==> src/rtl/inflight_tag_table.sv <==
// In-flight tag bookkeeping: allocates tags from tag_queue, keeps per-tag metadata, retires tagged responses.
// Optional allocation checker enabled by defining INFLIGHT_TAG_TABLE_CHECK_EN.
module inflight_tag_table #(
    parameter int NumTags   = 16,
    parameter int MetaWidth = 8,
    parameter int DataWidth = 32,
    parameter int TagWidth  = $clog2(NumTags)
) (
    input  logic                         clk_i,
    input  logic                         rst_i,
    output logic                         tq_get_o,
    input  logic                         tq_valid_i,
    input  logic [TagWidth-1:0]          tq_tag_i,
    output logic                         tq_free_o,
    output logic [TagWidth-1:0]          tq_tag_o,
    input  logic                         req_valid_i,
    output logic                         req_ready_o,
    input  logic [MetaWidth-1:0]         req_meta_i,
    input  logic [DataWidth-1:0]         req_data_i,
    output logic                         iss_valid_o,
    input  logic                         iss_ready_i,
    output logic [TagWidth-1:0]          iss_tag_o,
    output logic [DataWidth-1:0]         iss_data_o,
    input  logic                         rsp_valid_i,
    output logic                         rsp_ready_o,
    input  logic [TagWidth-1:0]          rsp_tag_i,
    input  logic [DataWidth-1:0]         rsp_data_i,
    output logic                         out_valid_o,
    input  logic                         out_ready_i,
    output logic [MetaWidth-1:0]         out_meta_o,
    output logic [DataWidth-1:0]         out_data_o,
    output logic [$clog2(NumTags+1)-1:0] inflight_o,
    output logic                         err_o
);

    localparam int CntWidth = $clog2(NumTags + 1);

    logic                 iss_valid_q, iss_valid_d;
    logic [TagWidth-1:0]  iss_tag_q, iss_tag_d;
    logic [DataWidth-1:0] iss_data_q, iss_data_d;
    logic                 out_valid_q, out_valid_d;
    logic [MetaWidth-1:0] out_meta_q, out_meta_d;
    logic [DataWidth-1:0] out_data_q, out_data_d;
    logic [TagWidth-1:0]  out_tag_q, out_tag_d;
    logic [CntWidth-1:0]  inflight_q, inflight_d;
    logic [MetaWidth-1:0] meta_q [NumTags];
    logic [MetaWidth-1:0] meta_d [NumTags];
    logic                 rsp_acc;

    assign req_ready_o = tq_valid_i && (!iss_valid_q || iss_ready_i);
    assign tq_get_o    = req_valid_i && req_ready_o;
    assign rsp_ready_o = !out_valid_q || out_ready_i;
    assign rsp_acc     = rsp_valid_i && rsp_ready_o;
    assign tq_free_o   = out_valid_q && out_ready_i;
    assign tq_tag_o    = out_tag_q;

    assign iss_valid_o = iss_valid_q;
    assign iss_tag_o   = iss_tag_q;
    assign iss_data_o  = iss_data_q;
    assign out_valid_o = out_valid_q;
    assign out_meta_o  = out_meta_q;
    assign out_data_o  = out_data_q;
    assign inflight_o  = inflight_q;

    always_comb begin
        iss_valid_d = iss_valid_q;
        iss_tag_d   = iss_tag_q;
        iss_data_d  = iss_data_q;
        out_valid_d = out_valid_q;
        out_meta_d  = out_meta_q;
        out_data_d  = out_data_q;
        out_tag_d   = out_tag_q;
        inflight_d  = inflight_q;
        meta_d      = meta_q;

        if (tq_get_o) begin
            iss_valid_d         = 1'b1;
            iss_tag_d           = tq_tag_i;
            iss_data_d          = req_data_i;
            meta_d[tq_tag_i]    = req_meta_i;
        end else if (iss_ready_i) begin
            iss_valid_d = 1'b0;
        end

        // Lookup reads the pre-write table; a same-cycle alloc of the responding tag is illegal.
        if (rsp_acc) begin
            out_valid_d = 1'b1;
            out_meta_d  = meta_q[rsp_tag_i];
            out_data_d  = rsp_data_i;
            out_tag_d   = rsp_tag_i;
        end else if (out_ready_i) begin
            out_valid_d = 1'b0;
        end

        case ({tq_get_o, tq_free_o})
            2'b10:   inflight_d = inflight_q + CntWidth'(1);
            2'b01:   inflight_d = inflight_q - CntWidth'(1);
            default: inflight_d = inflight_q;
        endcase
    end

    always_ff @(posedge clk_i) begin
        if (rst_i) begin
            iss_valid_q <= 1'b0;
            iss_tag_q   <= '0;
            iss_data_q  <= '0;
            out_valid_q <= 1'b0;
            out_meta_q  <= '0;
            out_data_q  <= '0;
            out_tag_q   <= '0;
            inflight_q  <= '0;
        end else begin
            iss_valid_q <= iss_valid_d;
            iss_tag_q   <= iss_tag_d;
            iss_data_q  <= iss_data_d;
            out_valid_q <= out_valid_d;
            out_meta_q  <= out_meta_d;
            out_data_q  <= out_data_d;
            out_tag_q   <= out_tag_d;
            inflight_q  <= inflight_d;
        end
    end

    always_ff @(posedge clk_i) begin
        meta_q <= meta_d;
    end

`ifdef INFLIGHT_TAG_TABLE_CHECK_EN
    logic [NumTags-1:0] alloc_q, alloc_d;
    logic               err_q, err_d;

    always_comb begin
        alloc_d = alloc_q;
        err_d   = err_q;
        // Re-allocating a tag that is being freed in the same cycle is legal.
        if (tq_get_o && alloc_q[tq_tag_i] && !(tq_free_o && (tq_tag_o == tq_tag_i))) begin
            err_d = 1'b1;
        end
        if (rsp_acc && !alloc_q[rsp_tag_i]) begin
            err_d = 1'b1;
        end
        if (tq_free_o) begin
            alloc_d[tq_tag_o] = 1'b0;
        end
        if (tq_get_o) begin
            alloc_d[tq_tag_i] = 1'b1;
        end
    end

    always_ff @(posedge clk_i) begin
        if (rst_i) begin
            alloc_q <= '0;
            err_q   <= 1'b0;
        end else begin
            alloc_q <= alloc_d;
            err_q   <= err_d;
        end
    end

    assign err_o = err_q;
`else
    assign err_o = 1'b0;
`endif

endmodule

==> config.mk <==
export PLATFORM = sky130hd
export DESIGN_NAME = inflight_tag_table
export DESIGN_NICKNAME = d
export VERILOG_FILES = /design/src/rtl/inflight_tag_table.sv
export SDC_FILE = /design/constraint.sdc
export NUM_CORES = 1
export LEC_CHECK = 0
export ABC_AREA = 1
export CAP_MARGIN = 20
export CORE_MARGIN = 3
export CORE_UTILIZATION = 45
export DETAILED_ROUTE_END_ITERATION = 6
export PLACE_DENSITY = 0.72
export SYNTH_ARGS = -nofsm -noshare
export SYNTH_HDL_FRONTEND = slang
export SYNTH_SLANG_ARGS = --single-unit
==> constraint.sdc <==
create_clock -name clk_i -period 3.5 [get_ports clk_i]
set_clock_uncertainty 0.05 [all_clocks]
set_input_delay 0.525 -clock clk_i [delete_from_list [all_inputs] [get_ports clk_i]]
set_output_delay 0.525 -clock clk_i [all_outputs]
set_load 0.01 [all_outputs]
==> results of run 1 <==
[power groups by stage]
| stage | Sequential (W) | Clock [W] | Combinational [W] |
|---|---|---|---|
| 2_1_floorplan | 0.00289 | 0 | 0.000263 |
| 3_3_place_gp | 0.00286 | 0 | 0.000618 |
| 3_5_place_dp | 0.00287 | 0 | 0.000622 |
| 4_1_cts | 0.00281 | 0.00232 | 0.000627 |
| 5_1_grt | 0.00282 | 0.00243 | 0.000684 |
| 6_report | 0.00281 | 0.00229 | 0.000627 |
[synth_stat cells]
| library cell | n |
|---|---|
| sky130_fd_sc_hd__a211oi_1 | 1 |
| sky130_fd_sc_hd__a21boi_0 | 1 |
| sky130_fd_sc_hd__a21oi_1 | 68 |
| sky130_fd_sc_hd__buf_1 | 2 |
| sky130_fd_sc_hd__buf_2 | 17 |
| sky130_fd_sc_hd__buf_4 | 9 |
| sky130_fd_sc_hd__buf_6 | 10 |
| sky130_fd_sc_hd__clkbuf_1 | 10 |
| sky130_fd_sc_hd__clkinv_2 | 1 |
| sky130_fd_sc_hd__conb_1 | 1 |
| sky130_fd_sc_hd__dfxtp_1 | 87 |
| sky130_fd_sc_hd__edfxtp_1 | 128 |
| sky130_fd_sc_hd__ha_1 | 4 |
| sky130_fd_sc_hd__inv_1 | 85 |
| sky130_fd_sc_hd__inv_2 | 3 |
| sky130_fd_sc_hd__nand2_1 | 159 |
| sky130_fd_sc_hd__nand2_2 | 1 |
| sky130_fd_sc_hd__nand2_4 | 2 |
| sky130_fd_sc_hd__nand3_1 | 37 |
| sky130_fd_sc_hd__nand3_2 | 2 |
| sky130_fd_sc_hd__nor2_1 | 113 |
| sky130_fd_sc_hd__nor2_4 | 1 |
| sky130_fd_sc_hd__o211ai_1 | 45 |
| sky130_fd_sc_hd__o21ai_0 | 57 |
| sky130_fd_sc_hd__o21ai_1 | 2 |
| sky130_fd_sc_hd__o21bai_1 | 1 |
| sky130_fd_sc_hd__xor2_1 | 4 |
[stage by stage]
step | std cells | hold slack (ps) | total power, W
2_1_floorplan | 851 | 432 | 0.00315
3_3_place_gp | 1220 | 401 | 0.00348
3_5_place_dp | 1220 | 404 | 0.00349
6_report | 1263 | 306 | 0.00572
5_1_grt | 1263 | 313 | 0.00593
4_1_cts | 1262 | 413 | 0.00576
[critical path: cells and delay by family]
| kind | cells | cell delay [ps] |
|---|---|---|
| simple gates | 3 | 260 |
| buf+inv | 5 | 1230 |
[layout make-up]
cell class	instances	area [um2]	share of cell area [%]
clock buffers	32	639	5.74
clock inverters	10	73.8	0.663
inverters	89	335	3.01
multi-input cells	499	2350	21.1
flip-flops and latches	215	5590	50.1
well taps	229	287	2.57
repair buffers	189	1870	16.8
[logic make-up (layout without fill, tap and decap cells)]
| kind of cell | Yosys count | in the layout |
|---|---|---|
| adders and majority gates | 4 | 4 |
| xor gates and xnor gates | 4 | 4 |
| DFF | 215 | 215 |
| buffers and inverters | 137 | 320 |
| and+or+nand+nor | 315 | 315 |
| AOI/OAI and AO/OA | 175 | 175 |
| other | 1 | 1 |
[how the worst max path moves through the flow]
stage	cells past startpoint	startpoint	end
after floorplan	17	iss_ready_i	inflight_o[4]
after global placement	9	iss_ready_i	meta_q[122]
after detailed placement	9	iss_ready_i	meta_q[73]
after CTS	8	iss_ready_i	tq_get_o
after global routing	8	iss_ready_i	tq_get_o
final	8	iss_ready_i	tq_get_o
[sequential cells by signal, indices dropped and copies added, names as in the netlist]
register and flops:
iss_data_o 32, meta_q 128, inflight_o 5, iss_valid_o 1, out_data_o 32, out_meta_o 8
tq_tag_o 4, out_valid_o 1, iss_tag_o 4
[per-layer routing]
metal | up-vias | GRT usage [%]
met5 | - | 0
met4 | 0 | 5.70
met3 | 47 | 3.31
met2 | 212 | 33.5
met1 | 2982 | 28.1
li1 | 3174 | -
==> run_summary.xml, run 1 <==
<?xml version="1.0" encoding="UTF-8"?>
<metrics>
  <group name="synthesis">
    <metric name="synth_warnings" unit="">0</metric>
    <metric name="synthSimpleGateAreaFrac" unit="%">14.8</metric>
    <metric name="largest_family_of_logic_cells_by_synthesized_area" unit="">simple AND/OR/NAND/NOR gates</metric>
    <metric name="synth_nets" unit="">942</metric>
    <metric name="avgSynthCellArea" unit="um2">10.1</metric>
    <metric name="yosys.area_share.xor_xnor" unit="%">0.408</metric>
    <metric name="synthDistinctLibCells" unit="">27</metric>
    <metric name="cell_type_contributing_the_most_total_cell_area_after_synthesis" unit="">sky130_fd_sc_hd__edfxtp_1</metric>
    <metric name="post_synthesis_compound_gate_area_fraction" unit="%">11.6</metric>
    <metric name="ys_seq_area_share" unit="%">65.1</metric>
    <metric name="number_of_cells_produced_by_synthesis" unit="">851</metric>
    <metric name="synth.top_cell.area_share" unit="%">44.8</metric>
    <metric name="synthMuxAreaShare" unit="%">0</metric>
    <metric name="synth.ff_latch_count" unit="">215</metric>
    <metric name="synth_top_cells_by_area" unit="">sky130_fd_sc_hd__edfxtp_1 45%, sky130_fd_sc_hd__dfxtp_1 20%, sky130_fd_sc_hd__nand2_1 7.0%, sky130_fd_sc_hd__nor2_1 4.9%, sky130_fd_sc_hd__a21oi_1 4.0%</metric>
    <metric name="synth_area" unit="um2">8580</metric>
    <metric name="post_synthesis_adder_cell_area_fraction" unit="%">0.583</metric>
  </group>
  <group name="timing">
    <metric name="hold_violations" unit="">0</metric>
    <metric name="timing_max_transition_violations_final" unit="">0</metric>
    <metric name="fmax" unit="MHz">384</metric>
    <metric name="report.final.setup_viol" unit="">0</metric>
    <metric name="fin_setup_tns" unit="ps">0</metric>
    <metric name="unrepaired_setup_endpoints_after_global_routing" unit="">no</metric>
    <metric name="final.min_clock_period" unit="ps">2610</metric>
    <metric name="timing_worst_slew_pin_value" unit="ps">846</metric>
    <metric name="slew_headroom" unit="%">43.4</metric>
    <metric name="timing.final.ws_setup" unit="ps">894</metric>
    <metric name="finalCritPeriodShare" unit="%">74.4</metric>
  </group>
  <group name="clocking">
    <metric name="cts_hold_repair.buffers" unit="">0</metric>
    <metric name="clock_latency" unit="ps">510</metric>
    <metric name="htree_num_levels" unit="">1</metric>
    <metric name="cts_max_path_buffers" unit="">3</metric>
    <metric name="cts_tree" unit="">built</metric>
    <metric name="cts_post_setup_buffers_inserted" unit="">0</metric>
    <metric name="cts_resized" unit="">0</metric>
    <metric name="cts.clk_slew.worst_paths" unit="ps">60</metric>
    <metric name="cts.sinks" unit="">215</metric>
    <metric name="tritoncts.num_buffers" unit="">23</metric>
    <metric name="clock-root-buffer" unit="">sky130_fd_sc_hd__clkbuf_16</metric>
  </group>
  <group name="critical_path">
    <metric name="start_kind" unit="">input pin</metric>
    <metric name="r2r-start" unit="">iss_valid_o</metric>
    <metric name="crit_fanout" unit="">9</metric>
    <metric name="cpMaxStageDelayCell" unit="">sky130_fd_sc_hd__clkdlybuf4s50_1</metric>
    <metric name="timing.reg2reg.setup_slack" unit="ps">1440</metric>
    <metric name="cp.required" unit="ps">2920</metric>
    <metric name="crit_path_kind" unit="">input pin to primary output</metric>
    <metric name="critical_path_cell_by_cell" unit="">clkdlybuf4s50_1 -&gt; inv_1 -&gt; nand2_1 -&gt; inv_2 -&gt; nor2_4 -&gt; nand2_4 -&gt; inv_2 -&gt; clkdlybuf4s50_1</metric>
    <metric name="worst-r2r-cell-count" unit="">7</metric>
    <metric name="critical-path-max-stage-delay" unit="ps">580</metric>
    <metric name="cp_data_arrival_time" unit="ps">2030</metric>
    <metric name="timing.rr.end" unit="">meta_q[79]</metric>
    <metric name="worst_setup_path_end_kind" unit="">primary output</metric>
  </group>
  <group name="place">
    <metric name="place_area" unit="um2">10400</metric>
    <metric name="place_worst_setup_slack" unit="ps">766</metric>
    <metric name="count_of_buffers_from_port_buffering" unit="">177</metric>
    <metric name="gp_routability_congestion" unit="">0.839</metric>
    <metric name="hpwl" unit="um">14800</metric>
  </group>
  <group name="final_layout">
    <metric name="synthToLayoutAreaGrowth" unit="%">29.8</metric>
    <metric name="insertedDiodeCount" unit="">0</metric>
    <metric name="fin_nets" unit="">1108</metric>
    <metric name="post-route-util" unit="%">60.8</metric>
    <metric name="mostFrequentLayoutCell" unit="">sky130_fd_sc_hd__clkdlybuf4s50_1</metric>
    <metric name="nFillCells" unit="">1491</metric>
    <metric name="final_cell_mix" unit="">174 x sky130_fd_sc_hd__clkdlybuf4s50_1, 159 x sky130_fd_sc_hd__nand2_1, 128 x sky130_fd_sc_hd__edfxtp_1, 113 x sky130_fd_sc_hd__nor2_1, 87 x sky130_fd_sc_hd__dfxtp_1</metric>
    <metric name="drive_gt1_share" unit="%">5.51</metric>
    <metric name="finish.instance_area" unit="um2">11100</metric>
  </group>
  <group name="worst_hold_path">
    <metric name="cell_depth_of_the_worst_min_delay_path" unit="">4</metric>
    <metric name="hold_path_class" unit="">input pin to flip-flop</metric>
    <metric name="timing.hold.worst.start" unit="">rst_i</metric>
    <metric name="min_to" unit="">iss_valid_o</metric>
  </group>
  <group name="detailed_routing">
    <metric name="routedLengthMet1" unit="um">9310</metric>
    <metric name="wl_met2" unit="um">10800</metric>
    <metric name="number_of_drc_markers_after_the_initial_detailed_route_iteration" unit="">568</metric>
    <metric name="drc" unit="">0</metric>
    <metric name="final_antenna_net_count" unit="">0</metric>
    <metric name="routedWlPerCell" unit="um">17.5</metric>
    <metric name="detailed_routing_iteration_count_for_the_pre_antenna_repair_pass" unit="">5</metric>
    <metric name="wl_met3" unit="um">1400</metric>
    <metric name="wl" unit="um">22000</metric>
    <metric name="route.top_layer_used" unit="">met4</metric>
    <metric name="post_drt_via_cell_ratio" unit="">5.08</metric>
    <metric name="overall_via_count_from_detail_route" unit="">6415</metric>
  </group>
  <group name="pwr">
    <metric name="leakagePower" unit="nW">4.29</metric>
    <metric name="ir_drop" unit="V">0.000406</metric>
    <metric name="pwr_density_cell" unit="nW/um2">514</metric>
    <metric name="power.share.combinational" unit="%">10.9</metric>
    <metric name="p_sw" unit="W">0.00132</metric>
    <metric name="p_int" unit="W">0.00441</metric>
    <metric name="seq_power_share" unit="%">49.1</metric>
    <metric name="share_clk_of_total_power" unit="%">39.9</metric>
    <metric name="sw_frac_of_total" unit="%">23.0</metric>
  </group>
  <group name="die">
    <metric name="fp-row-count" unit="">49</metric>
    <metric name="die_y" unit="um">144</metric>
    <metric name="core_area" unit="um2">18300</metric>
    <metric name="initial_utilization" unit="%">46.8</metric>
    <metric name="design.portCount" unit="">179</metric>
    <metric name="dieArea" unit="um2">20800</metric>
    <metric name="die_width" unit="um">144</metric>
  </group>
  <group name="global_route">
    <metric name="grt_start_max_net_pins" unit="">71</metric>
    <metric name="antenna_found_initial" unit="">0</metric>
    <metric name="via_count_of_the_first_global_routing_pass" unit="">6012</metric>
    <metric name="grt_remaining_overflow" unit="">0</metric>
    <metric name="grt_pass1_wl" unit="um">33000</metric>
    <metric name="grt_use_total" unit="%">20.3</metric>
  </group>
  <group name="run">
    <metric name="maximum_capacitance_violations" unit="">0</metric>
  </group>
  <group name="outcome">
    <metric name="status" unit="">finished, final reports clean</metric>
  </group>
</metrics>
Power figures use the tool's default switching activity.
==> run 2, diff against run 1 <==
- PLACE_DENSITY: 0.72 -> 0.75
- clock period: 3.5 -> 2.1 ns (I/O delays scaled with it)
==> run 2 against run 1 <==
  * Flip-flop and latch count did not move
  * Critical path type is now flip-flop to primary output
  * Combinational power rose by 75%
  * Total power rose by 66%
  * Non-clock buffer count rose by 40
  * Critical endpoint is now tq_free_o
==> run_summary.xml, run 2 (synthesis gave the netlist of run 1 again) <==
<?xml version="1.0" encoding="UTF-8"?>
<metrics>
  <group name="outcome">
    <metric name="status" unit="">finished, final reports clean</metric>
  </group>
  <group name="final_layout">
    <metric name="final_cell_mix" unit="">172 x sky130_fd_sc_hd__clkdlybuf4s50_1, 159 x sky130_fd_sc_hd__nand2_1, 128 x sky130_fd_sc_hd__edfxtp_1, 113 x sky130_fd_sc_hd__nor2_1, 87 x sky130_fd_sc_hd__dfxtp_1</metric>
    <metric name="fin_nets" unit="">1148</metric>
    <metric name="insertedDiodeCount" unit="">0</metric>
    <metric name="nFillCells" unit="">1495</metric>
    <metric name="mostFrequentLayoutCell" unit="">sky130_fd_sc_hd__clkdlybuf4s50_1</metric>
    <metric name="drive_gt1_share" unit="%">9.14</metric>
    <metric name="max_flop_register" unit="">meta_q</metric>
    <metric name="largest_reg_flops" unit="">128</metric>
    <metric name="synthToLayoutAreaGrowth" unit="%">33.5</metric>
  </group>
  <group name="detailed_routing">
    <metric name="post_drt_via_cell_ratio" unit="">5.04</metric>
    <metric name="number_of_drc_markers_after_the_initial_detailed_route_iteration" unit="">564</metric>
    <metric name="overall_via_count_from_detail_route" unit="">6551</metric>
    <metric name="drc" unit="">0</metric>
    <metric name="detailed_routing_iteration_count_for_the_pre_antenna_repair_pass" unit="">5</metric>
    <metric name="routedWlPerCell" unit="um">17.0</metric>
    <metric name="wl_met2" unit="um">11000</metric>
    <metric name="wl" unit="um">22100</metric>
    <metric name="final_antenna_net_count" unit="">0</metric>
    <metric name="wl_met3" unit="um">1370</metric>
    <metric name="route.top_layer_used" unit="">met4</metric>
    <metric name="routedLengthMet1" unit="um">9080</metric>
  </group>
  <group name="die">
    <metric name="design.portCount" unit="">179</metric>
    <metric name="die_y" unit="um">144</metric>
    <metric name="core_area" unit="um2">18300</metric>
    <metric name="initial_utilization" unit="%">46.8</metric>
    <metric name="dieArea" unit="um2">20800</metric>
    <metric name="fp-row-count" unit="">49</metric>
    <metric name="die_width" unit="um">144</metric>
  </group>
  <group name="clocking">
    <metric name="clock-root-buffer" unit="">sky130_fd_sc_hd__clkbuf_16</metric>
    <metric name="tritoncts.num_buffers" unit="">23</metric>
    <metric name="cts_tree" unit="">built</metric>
    <metric name="cts_max_path_buffers" unit="">3</metric>
    <metric name="cts_post_setup_buffers_inserted" unit="">0</metric>
    <metric name="cts.sinks" unit="">215</metric>
    <metric name="clock_latency" unit="ps">500</metric>
    <metric name="cts.clk_slew.worst_paths" unit="ps">60</metric>
    <metric name="cts_hold_repair.buffers" unit="">0</metric>
    <metric name="htree_num_levels" unit="">1</metric>
  </group>
  <group name="timing">
    <metric name="timing_worst_slew_pin_value" unit="ps">522</metric>
    <metric name="unrepaired_setup_endpoints_after_global_routing" unit="">no</metric>
    <metric name="report.final.setup_viol" unit="">0</metric>
    <metric name="timing_max_transition_violations_final" unit="">0</metric>
    <metric name="fmax" unit="MHz">497</metric>
    <metric name="final.min_clock_period" unit="ps">2010</metric>
    <metric name="hold_violations" unit="">0</metric>
    <metric name="finalCritPeriodShare" unit="%">95.8</metric>
    <metric name="slew_headroom" unit="%">65.2</metric>
    <metric name="fin_setup_tns" unit="ps">0</metric>
  </group>
  <group name="place">
    <metric name="count_of_buffers_from_port_buffering" unit="">177</metric>
    <metric name="hpwl" unit="um">15000</metric>
    <metric name="gp_routability_congestion" unit="">0.894</metric>
  </group>
  <group name="pwr">
    <metric name="totalPowerFinal" unit="W">0.00951</metric>
    <metric name="ir_drop" unit="V">0.000572</metric>
    <metric name="leakagePower" unit="nW">4.51</metric>
    <metric name="pwr_density_cell" unit="nW/um2">830</metric>
  </group>
  <group name="critical_path">
    <metric name="critical_path_cell_by_cell" unit="">nand2_1 -&gt; inv_1 -&gt; buf_4 -&gt; clkdlybuf4s50_1</metric>
    <metric name="cpMaxStageDelayCell" unit="">sky130_fd_sc_hd__clkdlybuf4s50_1</metric>
    <metric name="cp_data_arrival_time" unit="ps">1650</metric>
    <metric name="cp_num_cells" unit="">4</metric>
    <metric name="crit_fanout" unit="">3</metric>
    <metric name="worst_setup_path_end_kind" unit="">primary output</metric>
    <metric name="cp.required" unit="ps">1740</metric>
    <metric name="timing.critical_path.max_delay_family" unit="">buffers and inverters</metric>
    <metric name="crit_path_kind" unit="">flip-flop to primary output</metric>
    <metric name="critical-path-max-stage-delay" unit="ps">540</metric>
    <metric name="worst-r2r-cell-count" unit="">15</metric>
    <metric name="start_kind" unit="">flip-flop</metric>
    <metric name="critPathBufInv" unit="">3</metric>
  </group>
  <group name="global_route">
    <metric name="grt_start_max_net_pins" unit="">53</metric>
    <metric name="via_count_of_the_first_global_routing_pass" unit="">6222</metric>
    <metric name="grt_use_total" unit="%">20.4</metric>
    <metric name="antenna_found_initial" unit="">0</metric>
    <metric name="grt_remaining_overflow" unit="">0</metric>
    <metric name="grt_pass1_wl" unit="um">33100</metric>
  </group>
  <group name="run">
    <metric name="maximum_capacitance_violations" unit="">0</metric>
  </group>
  <group name="worst_hold_path">
    <metric name="hold_path_class" unit="">input pin to flip-flop</metric>
    <metric name="cell_depth_of_the_worst_min_delay_path" unit="">4</metric>
  </group>
</metrics>
## run 2: routing by layer
layer	track usage [%]	vias to the layer above
met5	0	-
met4	6.84	0
met3	3.41	48
met2	34.1	217
met1	27.3	3037
li1	-	3249
## run 2: worst min-delay path: stages
cell	delay, ps
sky130_fd_sc_hd__buf_2	90
sky130_fd_sc_hd__inv_1	80
sky130_fd_sc_hd__o21ai_0	80
sky130_fd_sc_hd__nor2_1	40
## run 2: final cells by class
class | instances | area [um2] | share of cell area [%]
clock inverter | 9 | 66.3 | 0.579
timing repair buffer | 229 | 2200 | 19.2
tap | 229 | 287 | 2.50
clock buffer | 31 | 626 | 5.46
inverter | 89 | 335 | 2.93
sequential | 215 | 5590 | 48.8
multi-input combinational | 499 | 2360 | 20.6
## run 2: timing repair
action | in CTS | in global routing
resized for setup | 1 | 4
gates cloned | 0 | 0
setup endpoints to repair | 1 | 3
## run 2: worst paths after layout
kind | from | slack (ps) | end
worst max register to register | iss_valid_o | 220 | inflight_o[4]
worst min register to register | iss_data_o[7] | 420 | iss_data_o[7]
worst max-delay path | out_valid_o | 90 | tq_free_o
worst min-delay path | rst_i | 100 | out_data_o[29]
## run 2: stage by stage
stage / hold WS [ps] / cells / utilization [%] / cell area [um2] / setup WS [ps]
3_5_place_dp: 405 / 1261 / 58.7 / 10800 / -272
4_1_cts: 85.7 / 1301 / 62.5 / 11400 / 13.7
5_1_grt: 115 / 1301 / 62.5 / 11500 / 2.75
6_report: 101 / 1301 / 62.5 / 11500 / 88.4
3_3_place_gp: 400 / 1261 / 58.7 / 10800 / -242
2_1_floorplan: 364 / 851 / - / 8580 / 65.9
## run 2: report_power, final
part / switching [W] / internal (W) / leakage (nW) / total (W)
Sequential: 0.0000755 / 0.00461 / 1.87 / 0.00468
Clock: 0.00153 / 0.00220 / 0.343 / 0.00373
Combinational: 0.000560 / 0.000537 / 2.29 / 0.00110
